File: config.mk
export PLATFORM = sky130hd
export DESIGN_NAME = div_int_seq_flat
export DESIGN_NICKNAME = d
export VERILOG_FILES = /design/src/rtl/div_int_seq_if.sv /design/src/rtl/div_int_seq.sv /design/src/flat_wrapper.sv
export SDC_FILE = /design/constraint.sdc
export NUM_CORES = 1
export LEC_CHECK = 0
export ABC_CLOCK_PERIOD_IN_PS = 6500
export CAP_MARGIN = 20
export CORE_ASPECT_RATIO = 0.9
export CORE_UTILIZATION = 38
export DETAILED_ROUTE_END_ITERATION = 8
export GPL_ROUTABILITY_DRIVEN = 0
export PLACE_DENSITY_LB_ADDON = 0.3
export SLEW_MARGIN = 30
export SYNTH_ARGS = -nofsm -noshare
export SYNTH_HDL_FRONTEND = slang
export SYNTH_SLANG_ARGS = --single-unit
File: constraint.sdc
create_clock -name clk -period 6.5 [get_ports clk]
set_input_delay 0.65 -clock clk [delete_from_list [all_inputs] [get_ports clk]]
set_output_delay 0.65 -clock clk [all_outputs]
set_load 0.01 [all_outputs]
File: src/rtl/div_int_seq_if.sv
// ----------------------------------------------------------------------------
// div_int_seq_if
// Handshake and data bundle for the sequential divider.
//   master (issue side) drives : start, signed_op, dnd[2W-1:0], der[W-1:0]
//   slave  (divider)    drives : busy, done, quo[W-1:0], rem[W-1:0], err, ovf
// Parameter W is the divisor/quotient/remainder width; the dividend is 2W bits.
// ----------------------------------------------------------------------------
interface div_int_seq_if #(
    parameter int W = 32
);
    logic           start;
    logic           signed_op;
    logic [2*W-1:0] dnd;
    logic [W-1:0]   der;
    logic           busy;
    logic           done;
    logic [W-1:0]   quo;
    logic [W-1:0]   rem;
    logic           err;
    logic           ovf;

    modport master (
        output start, signed_op, dnd, der,
        input  busy, done, quo, rem, err, ovf
    );

    modport slave (
        input  start, signed_op, dnd, der,
        output busy, done, quo, rem, err, ovf
    );
endinterface

File: src/rtl/div_int_seq.sv
// ----------------------------------------------------------------------------
// div_int_seq
// Sequential non-restoring divider: 2W-bit dividend / W-bit divisor giving a
// W-bit quotient and W-bit remainder, signed (truncating toward zero) or
// unsigned. One quotient bit per clock.
//
// Ports
//   clk    in  clock, all state on the rising edge
//   rst_n  in  asynchronous active-low reset
//   bus    div_int_seq_if.slave
//          start/signed_op/dnd/der sampled when busy=0
//          busy while an operation is in flight, done one-cycle result pulse
//          quo/rem/err/ovf held from one done to the next
//
// Timing: start sampled at edge 0, W RUN cycles, one FIX cycle, done high
// after edge W+1. A start seen in the done cycle launches the next operation.
//
// Optional build macro DIV_ZERO_BYPASS_EN: operations whose result is already
// known at capture (divide-by-zero, or quotient wider than W bits) leave RUN
// after its first cycle, so done rises after edge 2. Results are identical in
// both builds.
// ----------------------------------------------------------------------------
module div_int_seq #(
    parameter int W = 32
) (
    input  logic        clk,
    input  logic        rst_n,
    div_int_seq_if.slave bus
);
    localparam int              CW   = (W > 1) ? $clog2(W) : 1;
    localparam logic [CW-1:0]   LAST = CW'(W - 1);
    localparam logic [W-1:0]    HALF = {1'b1, {(W-1){1'b0}}};

    typedef enum logic [1:0] {
        S_IDLE,
        S_RUN,
        S_FIX
    } state_t;

    state_t          r_state;
    state_t          w_state_next;

    // Work registers: P is the signed partial remainder, A shifts dividend
    // bits out of its top and quotient bits into its bottom, B is |divisor|.
    logic [CW-1:0]   r_cnt;
    logic [W:0]      r_p;
    logic [W-1:0]    r_a;
    logic [W-1:0]    r_b;
    logic [W-1:0]    r_dnd_lo;
    logic            r_q_neg;
    logic            r_r_neg;
    logic            r_signed;
    logic            r_err_pend;
    logic            r_ovf_pend;

    // Result registers
    logic            r_done;
    logic            r_err;
    logic            r_ovf;
    logic [W-1:0]    r_quo;
    logic [W-1:0]    r_rem;

    // Capture-side operand conditioning
    logic            w_dnd_neg;
    logic            w_der_neg;
    logic [2*W-1:0]  w_dnd_mag;
    logic [W-1:0]    w_der_mag;
    logic            w_der_zero;
    logic            w_cap_ovf;
    logic            w_cap_bypass;

    // Iteration and fix-up datapath
    logic [W:0]      w_p_shift;
    logic [W:0]      w_p_step;
    logic            w_qbit;
    logic [W:0]      w_p_fix;
    logic [W-1:0]    w_r_mag;
    logic            w_sgn_ovf;

    assign w_dnd_neg  = bus.signed_op & bus.dnd[2*W-1];
    assign w_der_neg  = bus.signed_op & bus.der[W-1];
    assign w_dnd_mag  = w_dnd_neg ? -bus.dnd : bus.dnd;
    assign w_der_mag  = w_der_neg ? -bus.der : bus.der;
    assign w_der_zero = (bus.der == '0);
    // If the upper half already reaches the divisor the quotient needs more
    // than W bits. In signed mode this catches magnitudes of 2^W and above;
    // the finer signed range check happens in FIX.
    assign w_cap_ovf  = !w_der_zero && (w_dnd_mag[2*W-1:W] >= w_der_mag);
`ifdef DIV_ZERO_BYPASS_EN
    assign w_cap_bypass = w_der_zero | w_cap_ovf;
`else
    assign w_cap_bypass = 1'b0;
`endif

    // The add/subtract decision uses the sign of P before the shift. The
    // shifted value may wrap in W+1 bits, but the post-step value always lies
    // in [-B, B) so the modular result is exact.
    assign w_p_shift = {r_p[W-1:0], r_a[W-1]};
    assign w_p_step  = r_p[W] ? (w_p_shift + {1'b0, r_b})
                              : (w_p_shift - {1'b0, r_b});
    assign w_qbit    = ~w_p_step[W];

    assign w_p_fix   = r_p[W] ? (r_p + {1'b0, r_b}) : r_p;
    assign w_r_mag   = w_p_fix[W-1:0];
    // Signed range: a negative result may reach 2^(W-1), a positive one only
    // 2^(W-1)-1 (i.e. its top magnitude bit must be clear).
    assign w_sgn_ovf = r_signed && (r_q_neg ? (r_a > HALF) : r_a[W-1]);

    // ------------------------------------------------------------------
    // FSM: state register and next-state logic
    // ------------------------------------------------------------------
    always_ff @(posedge clk or negedge rst_n) begin
        if (!rst_n) begin
            r_state <= S_IDLE;
        end else begin
            r_state <= w_state_next;
        end
    end

    always_comb begin
        w_state_next = r_state;
        case (r_state)
            S_IDLE: if (bus.start) w_state_next = S_RUN;
            S_RUN:  if (r_cnt == LAST) w_state_next = S_FIX;
            S_FIX:  w_state_next = S_IDLE;
            default: w_state_next = S_IDLE;
        endcase
    end

    // ------------------------------------------------------------------
    // Datapath and result registers
    // ------------------------------------------------------------------
    always_ff @(posedge clk or negedge rst_n) begin
        if (!rst_n) begin
            r_cnt      <= '0;
            r_p        <= '0;
            r_a        <= '0;
            r_b        <= '0;
            r_dnd_lo   <= '0;
            r_q_neg    <= 1'b0;
            r_r_neg    <= 1'b0;
            r_signed   <= 1'b0;
            r_err_pend <= 1'b0;
            r_ovf_pend <= 1'b0;
            r_done     <= 1'b0;
            r_err      <= 1'b0;
            r_ovf      <= 1'b0;
            r_quo      <= '0;
            r_rem      <= '0;
        end else begin
            r_done <= 1'b0;
            case (r_state)
                S_IDLE: begin
                    if (bus.start) begin
                        r_p        <= {1'b0, w_dnd_mag[2*W-1:W]};
                        r_a        <= w_dnd_mag[W-1:0];
                        r_b        <= w_der_mag;
                        r_dnd_lo   <= bus.dnd[W-1:0];
                        r_q_neg    <= w_dnd_neg ^ w_der_neg;
                        r_r_neg    <= w_dnd_neg;
                        r_signed   <= bus.signed_op;
                        r_err_pend <= w_der_zero;
                        r_ovf_pend <= w_cap_ovf;
                        // Results known at capture only need one RUN cycle
                        r_cnt      <= w_cap_bypass ? LAST : '0;
                    end
                end
                S_RUN: begin
                    r_p   <= w_p_step;
                    r_a   <= {r_a[W-2:0], w_qbit};
                    r_cnt <= r_cnt + 1'b1;
                end
                S_FIX: begin
                    r_done <= 1'b1;
                    if (r_err_pend) begin
                        r_err <= 1'b1;
                        r_ovf <= 1'b0;
                        r_quo <= '1;
                        r_rem <= r_dnd_lo;
                    end else if (r_ovf_pend || w_sgn_ovf) begin
                        r_err <= 1'b0;
                        r_ovf <= 1'b1;
                        r_quo <= '1;
                        r_rem <= '0;
                    end else begin
                        r_err <= 1'b0;
                        r_ovf <= 1'b0;
                        r_quo <= r_q_neg ? -r_a : r_a;
                        r_rem <= r_r_neg ? -w_r_mag : w_r_mag;
                    end
                end
                default: ;
            endcase
        end
    end

    assign bus.busy = (r_state != S_IDLE);
    assign bus.done = r_done;
    assign bus.quo  = r_quo;
    assign bus.rem  = r_rem;
    assign bus.err  = r_err;
    assign bus.ovf  = r_ovf;

endmodule

File: src/flat_wrapper.sv
// flat-port wrapper written by rule: the top's interface ports become plain ports
module div_int_seq_flat 
#(
    parameter int W = 32
)
  (clk, rst_n, bus_start, bus_signed_op, bus_dnd, bus_der, bus_busy, bus_done, bus_quo, bus_rem, bus_err, bus_ovf);
  div_int_seq_if #(.W(W)) bus_i ();
  input  logic clk;
  input  logic rst_n;
  input wire logic [$bits(bus_i.start)-1:0] bus_start;
  input wire logic [$bits(bus_i.signed_op)-1:0] bus_signed_op;
  input wire logic [$bits(bus_i.dnd)-1:0] bus_dnd;
  input wire logic [$bits(bus_i.der)-1:0] bus_der;
  output wire logic [$bits(bus_i.busy)-1:0] bus_busy;
  output wire logic [$bits(bus_i.done)-1:0] bus_done;
  output wire logic [$bits(bus_i.quo)-1:0] bus_quo;
  output wire logic [$bits(bus_i.rem)-1:0] bus_rem;
  output wire logic [$bits(bus_i.err)-1:0] bus_err;
  output wire logic [$bits(bus_i.ovf)-1:0] bus_ovf;
  assign bus_i.start = bus_start;
  assign bus_i.signed_op = bus_signed_op;
  assign bus_i.dnd = bus_dnd;
  assign bus_i.der = bus_der;
  assign bus_busy = bus_i.busy;
  assign bus_done = bus_i.done;
  assign bus_quo = bus_i.quo;
  assign bus_rem = bus_i.rem;
  assign bus_err = bus_i.err;
  assign bus_ovf = bus_i.ovf;
  div_int_seq #(.W(W)) u_core (.clk(clk), .rst_n(rst_n), .bus(bus_i));
endmodule
==> summary.md, run 1 <==
| Metric | Value |
|---|---|
| Sw frac | `49.4%` |
| Yosys warns | `0` |
| Maximum clock path buffer count | `3` |
| Final WL | `~56 mm` |
| CTS-repair resized insts | `0` |
| NetSw | `5.70 mW` |
| Starting Density | `38.7%` |
| Static Leak | `8.27 nW` |
| Cell area after layout | `between 15000 and 20000 um^2` |
| Pwr per Cell Area | `between 500 and 600 nW/um^2` |
| RSZ-0062 raised after global routing | `no` |
| CTS buffer count | `25` |
| Synth Area in Compound Gates | `25.1%` |
| Synthesis-to-finish area growth | `18.0%` |
| CP Cell Sequence | `clkdlybuf4s50_1 -> or4_1 -> nor4b_2 -> nand4_1 -> nor3_2 -> nand2_1 -> nor3_2 -> a31oi_1 -> xor2_1 -> ha_1 -> a21o_1 -> a21o_1 -> a21o_1 -> a21o_1 -> a21o_1 -> a21o_1 -> a21oi_1 -> o21a_1 -> o31ai_1 -> o211ai_1 -> o21ai_0` |
| Largest family of logic cells by synthesized area | `compound AO/OA/AOI/OAI gates` |
| Number of synthesized flops with an enable pin | `0` |
| Final min period | `5.76 ns` |
| Vias per Instance | `6.01` |
| Slew of the pin with the lowest slew margin | `0.893 ns` |
| Core Area | `43200 um^2` |
| Nets | `2348` |
| Mapped cell area | `16700 um^2` |
| Flop pwr share | `21.8%` |
| Placement Cell Area | `18900 um^2` |
| Status | `complete, no violations` |
| GRT Total Usage | `between 20% and 30%` |
| Register area share after synthesis | `31.2%` |
| Setup_tns | `0 ns` |
| Avg Cell Area, Syn | `between 8 and 9 um^2` |
| CTS clk-pin slew, worst paths | `about 0.060 ns` |
| Critical path arrival | `between 6 and 7 ns` |
| Slowest cell on crit path | `or4_1` |
| Final setup viols | `0` |
| Crit. End Element | `flip-flop` |
| Number of global-route vias before repair | `roughly 15000` |
| Max-cap violations | `0` |
| Die Ht | `201 um` |
| H-tree Lvls | `1` |
| Count of cell types in the netlist | `88` |
| Initial antenna violation count | `2` |
| # DRC | `0` |
| CTS Sinks | `208` |
| Ys flop type | `dfrtp_1` |
| Slew Viols, Final | `0` |
| Die ar. | `~45000 um^2` |
| DP HPWL | `around 43 mm` |
| # port buffers | `167` |
| Combinational share of power | `between 60% and 70%` |
| Rows | `a little over 70` |
| Slew HR | `40.5%` |
| Adder-cell share of the synthesized area | `7.88%` |
| Iteration-0 DRC Markers | `1701` |
| First-pass GRT wire length | `approximately 88 mm` |
| Period utilisation layout | `88.7%` |
| Worst EP required | `6.92 ns` |
| Syn_nets | `2235` |
| DR WL/cell | `a little over 20 um` |
| Hold-fix buffers, CTS | `0` |
| VDD IR-drop max | `about 280 uV` |
| Crit-path max FO | `5` |
| Setup Fix Bufs, Post-CTS | `0` |
| Crit Path Class | `primary input to flip-flop` |
| Post-Synth XOR/XNOR Area | `11.4%` |
| Post-Synthesis Cells | `a little over 2000` |
| Clock Latency Late Sink | `0.55 ns` |
| Top Ports | `between 150 and 200` |
| Final hold vios | `0` |
| DIE WIDTH | `223 um` |
| Startpoint types | `primary input` |
| Fraction of registers with async set/reset | `100%` |
| Vias | `between 15000 and 20000` |
| Share of total power in the clock network | `12.7%` |
| Routed Antenna Nets | `0` |
| Post-Synth Simple-Gate Area | `19.7%` |
| Share of cells above drive strength 1 | `under 10%` |
| Drt first pass iters | `6` |
| CTS tree | `done` |
| Hold WC Path Type | `primary input to asynchronous set/reset pin` |
| Peak Freq | `174 MHz` |
| Post-place setup slack | `0.279 ns` |
| P_int | `between 5 and 6 mW` |
| Largest net degree at the start of global routing | `around 160` |
| Grt total ovfl | `0` |
| Final worst slack | `roughly 0.74 ns` |
| Worst path most repeated cell | `a21o_1` |
| Crit path largest cell delay | `about 0.62 ns` |
| #FFs+latches synth | `~210` |
| Mux cell area share after synthesis | `1.29%` |
| Clock Skews | `0.0198 ns` |
| Root buffer cell | `clkbuf_16` |
-- area by class of cell --
| type | instances | area [um^2] |
|---|---|---|
| diodes | 1 | 2.50 |
| clock buffers | 37 | 731 |
| clock inverters | 7 | 114 |
| fillers | 4200 | 23400 |
| inverters | 44 | 165 |
| multi-input cells | 1677 | 11000 |
| flip-flops and latches | 208 | 5210 |
| well taps | 555 | 694 |
| repair buffers | 188 | 1850 |
-- critical path, delay by kind of cell --
family	cells	cell delay [ns]
fa+ha+maj	1	0.29
buf+inv	1	0.50
xor+xnor	1	0.23
simple gates	6	2.65
compound gates	12	1.86
-- state kept, by name, summed over array words and instances (netlist names) --
name / cells
u_core.bus.ovf: 1
u_core.r_p: 33
u_core.r_cnt: 5
u_core.r_ovf_pend: 1
u_core.bus.err: 1
u_core.r_r_neg: 1
u_core.r_dnd_lo: 32
u_core.bus.rem: 32
u_core.bus.quo: 32
u_core.r_state: 2
u_core.bus.done: 1
u_core.r_q_neg: 1
u_core.r_b: 32
u_core.r_signed: 1
u_core.r_err_pend: 1
u_core.r_a: 32
-- through the flow --
step	power [mW]	hold WS, ns	util (%)	cells
5_1_grt	12.5	0.107	45.7	2716
6_report	11.5	0.0693	45.7	2717
4_1_cts	11.4	0.0838	45.7	2716
3_3_place_gp	9.71	0.455	43.7	2672
2_1_floorplan	8.03	0.354	-	2031
3_5_place_dp	9.90	0.458	43.7	2672
-- Yosys cell counts, types with 6 or more instances --
cell | instances | area, um^2
o21ai_1 | 18 | 90.1
buf_1 | 6 | 22.5
buf_2 | 7 | 35.0
clkbuf_1 | 87 | 327
a21o_1 | 51 | 383
inv_1 | 43 | 161
and3_1 | 27 | 169
a31oi_1 | 52 | 325
o31ai_1 | 35 | 263
o21a_1 | 11 | 82.6
a311oi_1 | 6 | 52.6
nand2b_1 | 19 | 119
or4_1 | 17 | 128
and2_1 | 16 | 100
o211ai_1 | 8 | 60.1
nor4_1 | 15 | 93.8
ha_1 | 102 | 1280
o21ai_0 | 156 | 781
nand2_1 | 244 | 916
o21bai_1 | 17 | 128
a2111oi_0 | 6 | 52.6
a21oi_1 | 135 | 676
o22ai_1 | 13 | 81.3
nand4_1 | 22 | 138
xor2_1 | 115 | 1010
or3_1 | 16 | 100
nor2_1 | 185 | 694
xnor2_1 | 102 | 893
dfrtp_1 | 208 | 5200
nor2b_1 | 16 | 100
a221oi_1 | 18 | 158
nor3_2 | 9 | 90.1
mux2i_1 | 17 | 170
a22oi_1 | 45 | 338
o41ai_1 | 13 | 114
a211oi_1 | 9 | 67.6
nor3_1 | 45 | 225
a221o_1 | 9 | 90.1
nand3_1 | 23 | 115
-- placed cells by master (no fill, tap or decap), types with 18 or more instances in the layout --
cell               n
a21o_1            51
a21oi_1          135
a221oi_1          18
a22oi_1           45
a31oi_1           52
and3_1            27
buf_4             20
clkbuf_16         25
clkdlybuf4s50_1  166
dfrtp_1          206
ha_1             102
inv_1             43
nand2_1          243
nand2b_1          18
nand3_1           23
nand4_1           22
nor2_1           184
nor3_1            45
o21ai_0          156
o21ai_1           18
o31ai_1           35
xnor2_1          102
xor2_1           115
-- power by group through the flow --
stage / clock network (mW) / registers, mW / logic (mW)
floorplan: 0 / 2.23 / 5.80
global placement: 0 / 2.49 / 7.22
detailed placement: 0 / 2.51 / 7.39
CTS: 1.49 / 2.49 / 7.45
global route: 1.53 / 2.57 / 8.38
finish: 1.46 / 2.51 / 7.56
-- worst paths after layout --
kind                            slack, ns  depth (start not counted)                             from                               to
worst min-delay path                 0.07                          1                            rst_n       u_core.r_b[20]$_DFFE_PN0P_
worst max register to register       1.36                         15        u_core.r_b[6]$_DFFE_PN0P_       u_core.r_p[31]$_DFFE_PN0P_
worst max-delay path                 0.74                         21                       bus_dnd[5]    u_core.r_ovf_pend$_DFFE_PN0P_
min in group clk                     0.47                          2  u_core.r_dnd_lo[27]$_DFFE_PN0P_  u_core.r_dnd_lo[27]$_DFFE_PN0P_
worst min register to register       0.47                          2  u_core.r_dnd_lo[27]$_DFFE_PN0P_  u_core.r_dnd_lo[27]$_DFFE_PN0P_
max in group asynchronous            5.15                          2                            rst_n   u_core.bus.rem[18]$_DFFE_PN0P_
-- logic make-up (layout without fill, tap and decap cells) --
group           count (synthesis)  in the layout
mux                            21             21
buf+inv                       146            276
other cells                     0              1
flops                         208            208
compound gates                647            647
simple gates                  688            688
fa+ha+maj                     104            104
xor+xnor                      217            217
-- layer usage --
metal	part of all wire, %	global-route usage (%)	wire length [um]	vias to the layer above
met3	6.4	3.28	3590	112
met2	44	37.9	24800	611
met1	46	35.1	26000	7954
met4	3.3	8.60	1830	2
met5	0.021	0	12	-
li1	-	-	-	7654
(Power assumes the default switching activity.)
==> run 2: changes to the inputs <==
- CAP_MARGIN: 20 -> not set
==> results of run 2 <==
Final layout, timing and power as in run 1 (identical DEF).
